$ cat config.mk
export PLATFORM = sky130hd
export DESIGN_NAME = sa_feeder
export DESIGN_NICKNAME = d
export VERILOG_FILES = /design/src/rtl/sa_feeder.sv
export SDC_FILE = /design/constraint.sdc
export NUM_CORES = 1
export LEC_CHECK = 0
export CORE_ASPECT_RATIO = 1.25
export CORE_MARGIN = 2
export CORE_UTILIZATION = 53
export DETAILED_ROUTE_END_ITERATION = 8
export HOLD_SLACK_MARGIN = 0.08
export MAX_ROUTING_LAYER = met4
export PLACE_DENSITY = 0.86
export SLEW_MARGIN = 20
export SYNTH_ARGS = -nofsm -noshare
export SYNTH_HDL_FRONTEND = slang
export SYNTH_SLANG_ARGS = --single-unit
$ cat constraint.sdc
create_clock -name clk -period 14.25 [get_ports clk]
set_clock_uncertainty 0.2 [all_clocks]
set_input_delay 1.425 -clock clk [delete_from_list [all_inputs] [get_ports clk]]
set_output_delay 1.425 -clock clk [all_outputs]
set_load 0.02 [all_outputs]
$ cat src/rtl/sa_feeder.sv
// Operand-skew and control stage feeding the systolic array: accepts A columns / B rows,
// skews them diagonally, pulses per-PE clc latches and drains rows. Optional: SA_FEEDER_STALL_CNT_EN.
module sa_feeder #(
  parameter int DATA_WIDTH = 8,
  parameter int NUM_ROW    = 8,
  parameter int NUM_COL    = 8,
  parameter int K_MAX      = 64,
  parameter int KW         = $clog2(K_MAX + 1)
) (
  input  logic                           clk,
  input  logic                           rst_n,
  input  logic                           start,
  input  logic [KW-1:0]                  k_len,
  input  logic                           a_valid,
  output logic                           a_ready,
  input  logic [NUM_ROW*DATA_WIDTH-1:0]  a_data,
  input  logic                           b_valid,
  output logic                           b_ready,
  input  logic [NUM_COL*DATA_WIDTH-1:0]  b_data,
  output logic                           sa_en,
  output logic [NUM_ROW*DATA_WIDTH-1:0]  sa_row_in,
  output logic [NUM_COL*DATA_WIDTH-1:0]  sa_col_in,
  output logic [NUM_ROW*NUM_COL-1:0]     sa_clc,
  output logic [NUM_ROW-1:0]             sa_row_out_valid,
  input  logic                           out_ready,
  output logic                           busy,
  output logic                           done,
  output logic [31:0]                    stall_cnt
);

  localparam int DW = DATA_WIDTH;
  localparam int CW = $clog2(K_MAX + NUM_ROW + NUM_COL);
  localparam int RW = (NUM_ROW > 1) ? $clog2(NUM_ROW) : 1;
  localparam logic [NUM_ROW-1:0] ROW_ONE = NUM_ROW'(1);

  typedef enum logic [1:0] {IDLE, FEED, FLUSH, DRAIN} state_t;

  state_t                   state_q, state_d;
  logic [KW-1:0]            k_q;
  logic [KW-1:0]            k_clamp;
  logic [CW-1:0]            cnt_q;
  logic [CW-1:0]            k_ext;
  logic [CW-1:0]            last_cnt;
  logic [RW-1:0]            row_q;
  logic                     done_q, done_d;
  logic                     fire;
  logic [NUM_ROW*DW-1:0]    a_beat;
  logic [NUM_COL*DW-1:0]    b_beat;

  assign k_clamp  = (k_len > KW'(K_MAX)) ? KW'(K_MAX) : k_len;
  assign k_ext    = CW'(k_q);
  assign last_cnt = k_ext + CW'(NUM_ROW + NUM_COL - 2);

  assign fire    = (state_q == FEED) && a_valid && b_valid;
  assign a_ready = fire;
  assign b_ready = fire;
  assign sa_en   = fire || (state_q == FLUSH);
  assign busy    = (state_q != IDLE);
  assign done    = done_q;

  // Flush beats are zeros; gating by fire also keeps pass-through lanes quiet while stalled.
  assign a_beat = fire ? a_data : '0;
  assign b_beat = fire ? b_data : '0;

  assign sa_row_out_valid = (state_q == DRAIN) ? (ROW_ONE << row_q) : '0;

  // NOTE: every variable gets a default before the case so no path can infer a latch.
  always_comb begin
    state_d = state_q;
    done_d  = 1'b0;
    unique case (state_q)
      IDLE: begin
        if (start) begin
          if (k_clamp != '0) state_d = FEED;
          else               done_d  = 1'b1;
        end
      end
      FEED:  if (fire && (cnt_q == k_ext - CW'(1))) state_d = FLUSH;
      FLUSH: if (cnt_q == last_cnt) state_d = DRAIN;
      DRAIN: begin
        if (out_ready && (row_q == '0)) begin
          state_d = IDLE;
          done_d  = 1'b1;
        end
      end
      default: state_d = IDLE;
    endcase
  end

  // NOTE: sequential state uses non-blocking assignments so all registers update together.
  always_ff @(posedge clk) begin
    if (!rst_n) begin
      state_q <= IDLE;
      k_q     <= '0;
      cnt_q   <= '0;
      row_q   <= '0;
      done_q  <= 1'b0;
    end else begin
      state_q <= state_d;
      done_q  <= done_d;
      if ((state_q == IDLE) && start) begin
        k_q   <= k_clamp;
        cnt_q <= '0;
      end else if (sa_en) begin
        cnt_q <= cnt_q + CW'(1);
      end
      if ((state_q == FLUSH) && (state_d == DRAIN))
        row_q <= RW'(NUM_ROW - 1);
      else if ((state_q == DRAIN) && out_ready && (row_q != '0))
        row_q <= row_q - RW'(1);
    end
  end

  // A lane i is delayed NUM_ROW-1-i enabled cycles; the last lane passes straight through.
  for (genvar i = 0; i < NUM_ROW; i++) begin : g_a_skew
    localparam int D = NUM_ROW - 1 - i;
    if (D == 0) begin : g_pass
      assign sa_row_in[i*DW +: DW] = a_beat[i*DW +: DW];
    end else begin : g_dly
      logic [DW-1:0] sr [D];
      // NOTE: the skew memory is reset so an aborted tile cannot leak stale operands into the next.
      always_ff @(posedge clk) begin
        if (!rst_n) begin
          for (int s = 0; s < D; s++) sr[s] <= '0;
        end else if (sa_en) begin
          sr[0] <= a_beat[i*DW +: DW];
          for (int s = 1; s < D; s++) sr[s] <= sr[s-1];
        end
      end
      assign sa_row_in[i*DW +: DW] = sr[D-1];
    end
  end

  for (genvar j = 0; j < NUM_COL; j++) begin : g_b_skew
    localparam int D = NUM_COL - 1 - j;
    if (D == 0) begin : g_pass
      assign sa_col_in[j*DW +: DW] = b_beat[j*DW +: DW];
    end else begin : g_dly
      logic [DW-1:0] sr [D];
      always_ff @(posedge clk) begin
        if (!rst_n) begin
          for (int s = 0; s < D; s++) sr[s] <= '0;
        end else if (sa_en) begin
          sr[0] <= b_beat[j*DW +: DW];
          for (int s = 1; s < D; s++) sr[s] <= sr[s-1];
        end
      end
      assign sa_col_in[j*DW +: DW] = sr[D-1];
    end
  end

  // PE(i+1,j+1) latches once its last skewed product has arrived.
  for (genvar i = 0; i < NUM_ROW; i++) begin : g_clc_r
    for (genvar j = 0; j < NUM_COL; j++) begin : g_clc_c
      assign sa_clc[i*NUM_COL + j] =
        sa_en && (cnt_q == k_ext + CW'((NUM_ROW - 1 - i) + (NUM_COL - 1 - j)));
    end
  end

`ifdef SA_FEEDER_STALL_CNT_EN
  logic [31:0] stall_q;
  always_ff @(posedge clk) begin
    if (!rst_n)
      stall_q <= '0;
    else if ((state_q == IDLE) && start)
      stall_q <= '0;
    else if ((state_q == FEED) && !fire && (stall_q != '1))
      stall_q <= stall_q + 32'd1;
  end
  assign stall_cnt = stall_q;
`else
  assign stall_cnt = '0;
`endif

endmodule

* Word-level counts from Yosys, hierarchy flattened *
Memories as Yosys holds them, arrays and structs flattened.
Index checks and enable logic that the tools add are counted.

word-level totals
  register bits = 20
  logic and storage cells = 224
  RAM bits = 448
  memories kept = 14
  bits of input ports = 141
  output and inout port bits = 237
  ROM bits = 0
  bits in latches = 0

memories
  memory                depth  bits a word  rd ports  clocked after Yosys merged registers in  write ports  line  text
  g_a_skew[0].g_dly.sr  7      8            7         0                                        7            120   logic [DW-1:0] sr [D];
  g_b_skew[0].g_dly.sr  7      8            7         0                                        7            139   logic [DW-1:0] sr [D];
  g_a_skew[1].g_dly.sr  6      8            6         0                                        6            120
  g_b_skew[1].g_dly.sr  6      8            6         0                                        6            139
  g_a_skew[2].g_dly.sr  5      8            5         0                                        5            120
  g_b_skew[2].g_dly.sr  5      8            5         0                                        5            139
  8 more memories       --     --           --        --                                       --           --

cells by class
  shifts and indexed selects = 1
  eq/ne operators = 20
  muxes and demuxes = 78
  order comparisons = 1
  bitwise gates (word level) = 55
  $mul = 0
  divide/modulo/power cells = 0
  reduce and logical (&&, ||, !) cells = 33
  add/subtract/negate cells = 17

operator list
  kind                                                                number
  8-bit 2-to-1 mux                                                    57
  64-bit 2-to-1 mux                                                   2
  7-bit == test                                                       16
  1-bit bitwise OR                                                    54
  7-bit by 4-bit adder with 7-bit output, second input constant       7
  7-bit by 3-bit adder with 7-bit output, second input constant       4
  1-bit logical AND                                                   23
  8-bit OR reduction                                                  2
  7-bit by 1-bit adder with 7-bit output, second input constant       2
  7-bit by 2-bit adder with 7-bit output, second input constant       2
  2-bit 2-to-1 mux                                                    5
  1-bit 2-to-1 mux                                                    9
  2-bit case mux with 4 select lines                                  1
  1-bit by 3-bit << shifter with 8-bit output, first input constant   1
  7-bit > comparator, second input constant                           1
  7-bit 2-to-1 mux                                                    1
  7-bit nonzero test                                                  1
  7-bit by 1-bit subtractor with 7-bit output, second input constant  1
  2-bit == test, second input constant                                3
  3-bit 2-to-1 mux                                                    2
  2-bit nonzero test                                                  2
  3-bit zero test                                                     1
  3-bit nonzero test                                                  1
  3-bit by 1-bit subtractor with 3-bit output, second input constant  1
  other kinds (6)                                                     6

* Depth between registers and ports, before layout *
Gate-level depths: netlist of the first run.

  depth in word-level cells = 9
  mapped depth = 10
  mapped depth without buffers = 8

* Worst setup path before layout of the first run *
No wires, ideal clock.

  path type = input port to flip-flop
  from = in rst_n
  to = mem g_a_skew[0].g_dly.sr[0][0] in the netlist's numbering, enable pin
  path buffers = 3
  stages = 4
  arrival = 9.324 ns
  setup slack = 1.506 ns
  required time = 10.830 ns
  library setup time = 3.220 ns
  cells stage by stage = clkbuf_1 clkbuf_1 clkbuf_1 nand2_1

RTL lines
  element             line  text
  start: declaration  11    input logic rst_n,
  end: declaration    120

* Final worst setup path of the first run *
  from = in b_valid
  to = out sa_clc[60]

on the way
  longest elaborated chain between the ends = 3

RTL lines
  element             line  text
  start: declaration  17    input logic b_valid,
  1-bit logical AND   54    assign fire = (state_q == FEED) && a_valid && b_valid;
  1-bit logical OR    57    assign sa_en = fire || (state_q == FLUSH);
  1-bit logical AND   156   sa_en && (cnt_q == k_ext + CW'((NUM_ROW - 1 - i) + (NUM_COL - 1 - j)));
  end: declaration    23    output logic [NUM_ROW*NUM_COL-1:0] sa_clc,

No other way between the ends.

==> results of run 1 <==
[cell families after synthesis]
logic type,share of synthesized area [%]
AND/OR/NAND/NOR,18.2
flip-flops,68.6
buffers and inverters,7.40
AO/OA/AOI/OAI,2.15
XOR/XNOR,1.81
adder cells (fa/ha/maj),1.61
multiplexers,0.198
other,0.0186
[routing by layer]
metal | vias to the layer above | track usage, % | wire, um
met5 | - | - | 0
met4 | 0 | 6.64 | 1240
met3 | 75 | 3.63 | 2220
met2 | 389 | 35.0 | 21300
met1 | 5691 | 23.6 | 15100
li1 | 5674 | - | -
[worst register-to-register path, delay by kind of cell (launching register included)]
family	cells	cell delay [ns]
adders and majority gates	1	0.30
buffers and inverters	5	2.70
DFF	1	0.36
and+or+nand+nor	3	1.31
[flip-flops by register name, indices dropped and copies added, names as in the netlist]
| signal | flops |
|---|---|
| done | 1 |
| cnt_q | 7 |
| row_q | 3 |
| state_q | 2 |
| k_ext | 7 |
| g_a_skew.g_dly.sr | 224 |
| g_b_skew.g_dly.sr | 224 |
[synth_stat cells]
cell type / number / area share, %
edfxtp_1: 448 / 67
and3_1: 440 / 14
buf_4: 131 / 4.9
clkbuf_1: 110 / 2.0
nand2_1: 38 / 0.71
and2_1: 37 / 1.1
a21oi_1: 33 / 0.82
nor2_1: 32 / 0.60
ha_1: 26 / 1.6
xnor2_1: 26 / 1.1
dfxtp_1: 20 / 2.0
inv_1: 17 / 0.32
nand3_1: 12 / 0.30
nor3_1: 12 / 0.30
xor2_1: 12 / 0.52
o21ai_0: 10 / 0.25
nor3b_1: 9 / 0.33
nand2b_1: 8 / 0.25
nor2b_1: 8 / 0.25
nor4_1: 8 / 0.25
buf_2: 6 / 0.15
a2111oi_0: 5 / 0.22
a31oi_1: 5 / 0.15
a22oi_1: 4 / 0.15
mux2i_1: 4 / 0.20
nand4_1: 4 / 0.12
a21boi_0: 3 / 0.11
a211o_1: 2 / 0.087
nand3b_1: 2 / 0.074
o211ai_1: 2 / 0.074
o22a_1: 2 / 0.087
or3_1: 2 / 0.062
a211oi_1: 1 / 0.037
and4_1: 1 / 0.043
buf_1: 1 / 0.019
conb_1: 1 / 0.019
o21a_1: 1 / 0.037
o2bb2ai_2: 1 / 0.074
o32a_1: 1 / 0.050
or4_4: 1 / 0.056
or4b_2: 1 / 0.050
xnor2_2: 1 / 0.081
xor2_2: 1 / 0.081
[power breakdown]
group	switching, W	internal, W	leakage [nW]	total (W)
clock	0.000487	0.000662	0.691	0.00115
combinational	0.000545	0.000300	4.99	0.000845
sequential	0.0000891	0.00192	4.84	0.00201
[layout by cell type, fill, tap and decap left out, drive strengths merged, types with 19 or more instances in the layout]
cell type / netlist / final
inv: 17 / 19
and3: 440 / 440
nor2: 32 / 32
ha: 26 / 26
and2: 37 / 37
dfxtp: 20 / 20
nand2: 38 / 38
edfxtp: 448 / 448
clkinv: 0 / 19
clkdlybuf4s50: 0 / 344
a21oi: 33 / 33
conb: 1 / 32
clkbuf: 110 / 53
xnor2: 27 / 27
[through the flow]
step	utilization, %	instances	setup WS, ns
final	65.7	2196	6.41
after global routing	65.7	2196	6.07
after CTS	65.5	2194	6.03
after detailed placement	61.7	2114	6.05
after global placement	61.7	2114	6.22
after floorplan	-	1520	1.51
[layout make-up]
type                            instances  area [um2]  area share (%)
Sequential cell                       468       13900            56.4
Multi-Input combinational cell        787        4970            20.3
Timing Repair Buffer                  358        3620            14.8
Clock buffer                           53        1130            4.62
Tap cell                              486         608            2.48
Clock inverter                         27         287            1.17
Inverter                               17        71.3           0.291
[worst min-delay path by stage]
| stage | slack, ns | endpoint | cells after the start |
|---|---|---|---|
| after floorplan | 0.30 | cnt_q[1]$_SDFFE_PP0N_ | 2 |
| after detailed placement | 0.31 | g_a_skew[0].g_dly.sr[6][0]$_SDFFCE_PN0P_ | 1 |
| final | 0.32 | g_b_skew[0].g_dly.sr[6][5]$_SDFFCE_PN0P_ | 1 |
| after CTS | 0.33 | g_a_skew[0].g_dly.sr[6][0]$_SDFFCE_PN0P_ | 1 |
| after global placement | 0.31 | g_b_skew[0].g_dly.sr[6][3]$_SDFFCE_PN0P_ | 1 |
| after global routing | 0.34 | g_a_skew[0].g_dly.sr[6][2]$_SDFFCE_PN0P_ | 1 |
==> summary.md, run 1 <==
| Metric | Value |
|---|---|
| FF-to-FF path depth | 9 |
| CP max FO | 185 |
| Gr usage total | 20.2% |
| DR vias | about 12000 |
| Clk sinks | between 400 and 500 |
| Worst-Margin Slew | between 1 and 1.5 ns |
| DRT Wirelength | 39.8 mm |
| CTS buffer count | 44 |
| Die height | 222 um |
| Final Max Tran Viols | 0 |
| CP Capture Point | sa_clc[60] |
| 1st-iter DRT viols | between 900 and 1000 |
| Required time worst endpoint | 12.62 ns |
| Final HPWL DP | 24.6 mm |
| RSZ-0062 raised after global routing | no |
| Syn_area_per_cell | between 10 and 15 um2 |
| Die ar. | approximately 40000 um2 |
| Total core area | around 37000 um2 |
| Final worst path period share | 55.0% |
| Count of different cell masters after synthesis | 43 |
| DP Area | 23100 um2 |
| Setup-failing EPs final | 0 |
| I/O Pins | between 300 and 400 |
| Htree depth | 2 |
| Min Hold Slack | 0.321 ns |
| Worst skew pair latency | 0.55 ns |
| Chip width | 179 um |
| Crit start category | input pin |
| Pwr Density | 163 nW/um2 |
| First-pass GRT wire length | 60.6 mm |
| Clock-pin slew on the worst setup and hold paths | approximately 0.060 ns |
| FF-to-FF Start | state_q[1]$_SDFF_PN0_ |
| WL per Instance | roughly 18 um |
| Worst r2r dst | g_b_skew[0].g_dly.sr[5][1]$_SDFFCE_PN0P_ |
| Period minus WS final | 7.84 ns |
| Cts hold-fix bufs | 0 |
| Design Power | 0.00401 W |
| Share of cells above drive strength 1 | 4.91% |
| Post-route design area | 24500 um2 |
| CP startpoint | b_valid |
| Largest net degree at the start of global routing | 220 |
| Worst path cell trace | clkdlybuf4s50_1 -> and3_4 -> buf_6 -> nor2_1 -> inv_8 -> nand3_1 -> or3_1 -> nor4_1 -> clkdlybuf4s50_1 |
| Nets@finish | 1843 |
| Antenna-violating nets left | 0 |
| Critical path class | in -> out |
| Most used cell, CP | clkdlybuf4s50_1 |
| Final hold vios | 0 |
| Resized cells post-CTS | 0 |
| Reg-to-reg slack, setup | 8.86 ns |
| CTS tree | yes |
| Fillers | 2598 |
| Max VDD drop | 0.000135 V |
| Vias in the first global route | 11323 |
| Setup Buffers After CTS | 0 |
| Ant. Diodes | 0 |
| WP buf/inv | 4 |
| DR pass1 iterations | 5 |
| Slew HR | 25.7% |
| Fin Setup TNS | 0 ns |
| Post-synthesis sequential area ratio | 68.6% |
| Syn Inst Count | between 1000 and 1500 |
| Levels on crit path | 9 |
| CTS root buffer | clkbuf_16 |
| Port Buffers | 345 |
| Vias per cell | 5.39 |
| Fmax | 127 MHz |
| Worst EP arrival | 6.22 ns |
| Synth Register Bits | 468 |
| Initial antenna violation count | 0 |
| HP Class | reg -> reg |
| Total grt overflow | 0 |
| Slowest-stage cell, CP | nor4_1 |
| Crit-path leading delay family | buffers and inverters |
| Synth warn | 0 |
| CP max stage delay | 0.95 ns |
| CP endpoint kind | primary output |
| Max-cap violations | 0 |
| Leak | 10.5 nW |
| Area Overhead vs Synth | 21.6% |
| Status | completed |
| DR DRC count | 0 |
| Mapped cell area | 20200 um2 |
| Floorplan row count | 79 |
| Worst Min Path Start | g_b_skew[0].g_dly.sr[5][5]$_SDFFCE_PN0P_ |
| Final GP Congestion | approximately 0.86 |
| Initial Utilization | 54.0% |
| CTS Buffer Depth | 3 |
(Power assumes the default switching activity.)
==> run 2: changes to the inputs <==
CORE_UTILIZATION = 47   (was 53)
PLACE_DENSITY = 0.81   (was 0.86)
clock period = 6.3 ns   (was 14.25 ns; I/O delays follow)
==> run 2 against run 1 <==
Effect of this change:
- critical path depth is the same
- clock-buffer cell count grew 1
- clock power grew 140%
- flip-flop and latch count is the same
==> summary.md, run 2 (synthesis results as in run 1) <==
| Metric | Value |
|---|---|
| Resized cells post-CTS | 0 (unchanged) |
| Status | completed (unchanged) |
| Worst Min Path Start | g_b_skew[0].g_dly.sr[5][2]$_SDFFCE_PN0P_ (was g_b_skew[0].g_dly.sr[5][5]$_SDFFCE_PN0P_) |
| Post-route design area | 24700 um2 (was 24500 um2) |
| Port Buffers | 345 (unchanged) |
| Setup-failing EPs final | 0 (unchanged) |
| Htree depth | 2 (unchanged) |
| CTS tree | yes (unchanged) |
| Min Hold Slack | 0.326 ns (was 0.321 ns) |
| Required time worst endpoint | 5.47 ns (was 12.62 ns) |
| Vias per cell | 5.15 (was 5.39) |
| CTS Buffer Depth | 3 (unchanged) |
| WL per Instance | 17.7 um (was 18.1 um) |
| Antenna-violating nets left | 0 (unchanged) |
| Clock-pin slew on the worst setup and hold paths | 0.06 ns (about the same) |
| First-pass GRT wire length | 61.6 mm (was 60.6 mm) |
| CTS buffer count | 46 (was 44) |
| Top flop regs | g_a_skew.g_dly.sr: 224 flops, g_b_skew.g_dly.sr: 224 flops (unchanged) |
| Slowest-stage cell, CP | a2111oi_1 (was nor4_1) |
| CP max stage delay | 0.85 ns (was 0.95 ns) |
| FF-to-FF path depth | 8 (was 9) |
| Period minus WS final | 5.28 ns |
| Most frequent cells in the layout | edfxtp_1 (448), and3_1 (439), clkdlybuf4s50_1 (344), clkbuf_16 (47) (was edfxtp_1 (448), and3_1 (439), clkdlybuf4s50_1 (344), clkbuf_16 (44)) |
| Share of cells above drive strength 1 | 4.80% (was 4.91%) |
| CTS root buffer | clkbuf_16 (unchanged) |
| DP Area | 23200 um2 (was 23100 um2) |
| Gr usage total | 17.9% (was 20.2%) |
| Worst EP arrival | 4.45 ns (was 6.22 ns) |
| Final HPWL DP | 24.6 mm (about the same) |
| Layout Utilization | 58.4% (was 65.7%) |
| DRT Wirelength | 40.2 mm (was 39.8 mm) |
| Initial Utilization | 47.8% (was 54.0%) |
| Cts hold-fix bufs | 0 (unchanged) |
| Max VDD drop | 0.000258 V (was 0.000135 V) |
| DR pass1 iterations | 5 (unchanged) |
| Setup Buffers After CTS | 0 (unchanged) |
| Crit-path leading delay family | buffers and inverters (unchanged) |
| Chip width | 189 um (was 179 um) |
| I/O Pins | 378 (unchanged) |
| Nets@finish | 1841 (was 1843) |
| Area occupied by multi-input gates | 4990 um2 (was 4970 um2) |
| Max-cap violations | 0 (unchanged) |
| Largest net degree at the start of global routing | 180 (was 220) |
| Fillers | 3289 (was 2598) |
| Sequential cell area | 13900 um2 (unchanged) |
| Worst path cell trace | inv_1 -> ha_1 -> and3_4 -> nor2_1 -> inv_8 -> nand3_1 -> or3_1 -> a2111oi_1 -> clkdlybuf4s50_1 (was clkdlybuf4s50_1 -> and3_4 -> buf_6 -> nor2_1 -> inv_8 -> nand3_1 -> or3_1 -> nor4_1 -> clkdlybuf4s50_1) |
| Hold depth | 1 (unchanged) |
| Crit start category | flip-flop (was input pin) |
| RSZ-0062 raised after global routing | no (unchanged) |
| Final hold vios | 0 (unchanged) |
| Worst-Margin Slew | 1.13 ns (was 1.10 ns) |
| Commonest non-fill, non-tap cell in the layout | edfxtp_1 (unchanged) |
| CP max FO | 96 (was 185) |
| Vias in the first global route | 11287 (was 11323) |
| Worst r2r dst | g_a_skew[1].g_dly.sr[1][0]$_SDFFCE_PN0P_ (was g_b_skew[0].g_dly.sr[5][1]$_SDFFCE_PN0P_) |
| Total core area | 42300 um2 (was 37400 um2) |
| Clk sinks | 468 (unchanged) |
| Critical path class | reg -> out (was in -> out) |
| Die height | 236 um (was 222 um) |
| WP buf/inv | 3 (was 4) |
| HP Class | reg -> reg (unchanged) |
| 1st-iter DRT viols | 696 (was 963) |
| Final Max Tran Viols | 0 (unchanged) |
| Leak | 10.5 nW (about the same) |
| Total grt overflow | 0 (unchanged) |
| Floorplan row count | 84 (was 79) |
| DR DRC count | 0 (unchanged) |
| Area Overhead vs Synth | 22.2% (was 21.6%) |
| Worst skew pair latency | 0.55 ns (about the same) |
| DR vias | 11682 (was 11829) |
| Slew HR | 24.5% (was 25.7%) |
| Fmax | approximately 190 MHz |
| Design Power | 0.00915 W (was 0.00401 W) |
| Initial antenna violation count | 0 (unchanged) |
| CP endpoint kind | primary output (unchanged) |
| Worst Hold Endpoint | g_b_skew[0].g_dly.sr[6][2]$_SDFFCE_PN0P_ (was g_b_skew[0].g_dly.sr[6][5]$_SDFFCE_PN0P_) |
| Fin Setup TNS | 0 ns (unchanged) |
| Final GP Congestion | 0.818 (was 0.857) |
| Die ar. | 44600 um2 (was 39700 um2) |
| Pwr Density | 371 nW/um2 (was 163 nW/um2) |
| Final worst path period share | a little over four fifths |
| FF-to-FF Start | state_q[1]$_SDFF_PN0_ (unchanged) |
| Reg-to-reg slack, setup | 2.14 ns (was 8.86 ns) |
## run 2: cell type report
type | count | area share, %
antenna | 1 | 0.0101
clock buffer | 54 | 4.88
clock inverter | 27 | 1.16
inverter | 17 | 0.289
multi-input combinational | 787 | 20.2
sequential | 468 | 56.2
tap | 559 | 2.84
timing repair buffer | 354 | 14.4
## run 2: worst max path at each step
stage                                     start                                        to  depth (start not counted)
after floorplan                           rst_n  g_a_skew[0].g_dly.sr[0][0]$_SDFFCE_PN0P_                          4
after global placement                  a_valid                                 sa_clc[3]                          8
after detailed placement                b_valid                                 sa_clc[3]                          8
after CTS                 state_q[1]$_SDFF_PN0_                                 sa_clc[3]                          9
after global routing      state_q[1]$_SDFF_PN0_                                 sa_clc[3]                          9
final                     state_q[1]$_SDFF_PN0_                                 sa_clc[3]                          9
## run 2: where the power goes
part | total, W | switching, W | internal [W]
Clock | 0.00271 | 0.00113 | 0.00158
Sequential | 0.00455 | 0.000202 | 0.00435
Combinational | 0.00189 | 0.00123 | 0.000656
Total | 0.00915 | 0.00257 | 0.00658
## run 2: per-stage QoR
stage,setup slack (ns),cells
floorplan,1.44,1520
global placement,0.973,2185
detailed placement,1.14,2185
CTS,0.943,2266
global route,0.754,2266
finish,1.02,2267
## run 2: metal layers
metal	vias up	track usage (%)	part of all wire, %
met1	5538	21.3	40
met5	-	-	0
li1	5676	-	-
met4	0	6.91	3.4
met2	377	30.0	51
met3	91	3.71	6.1
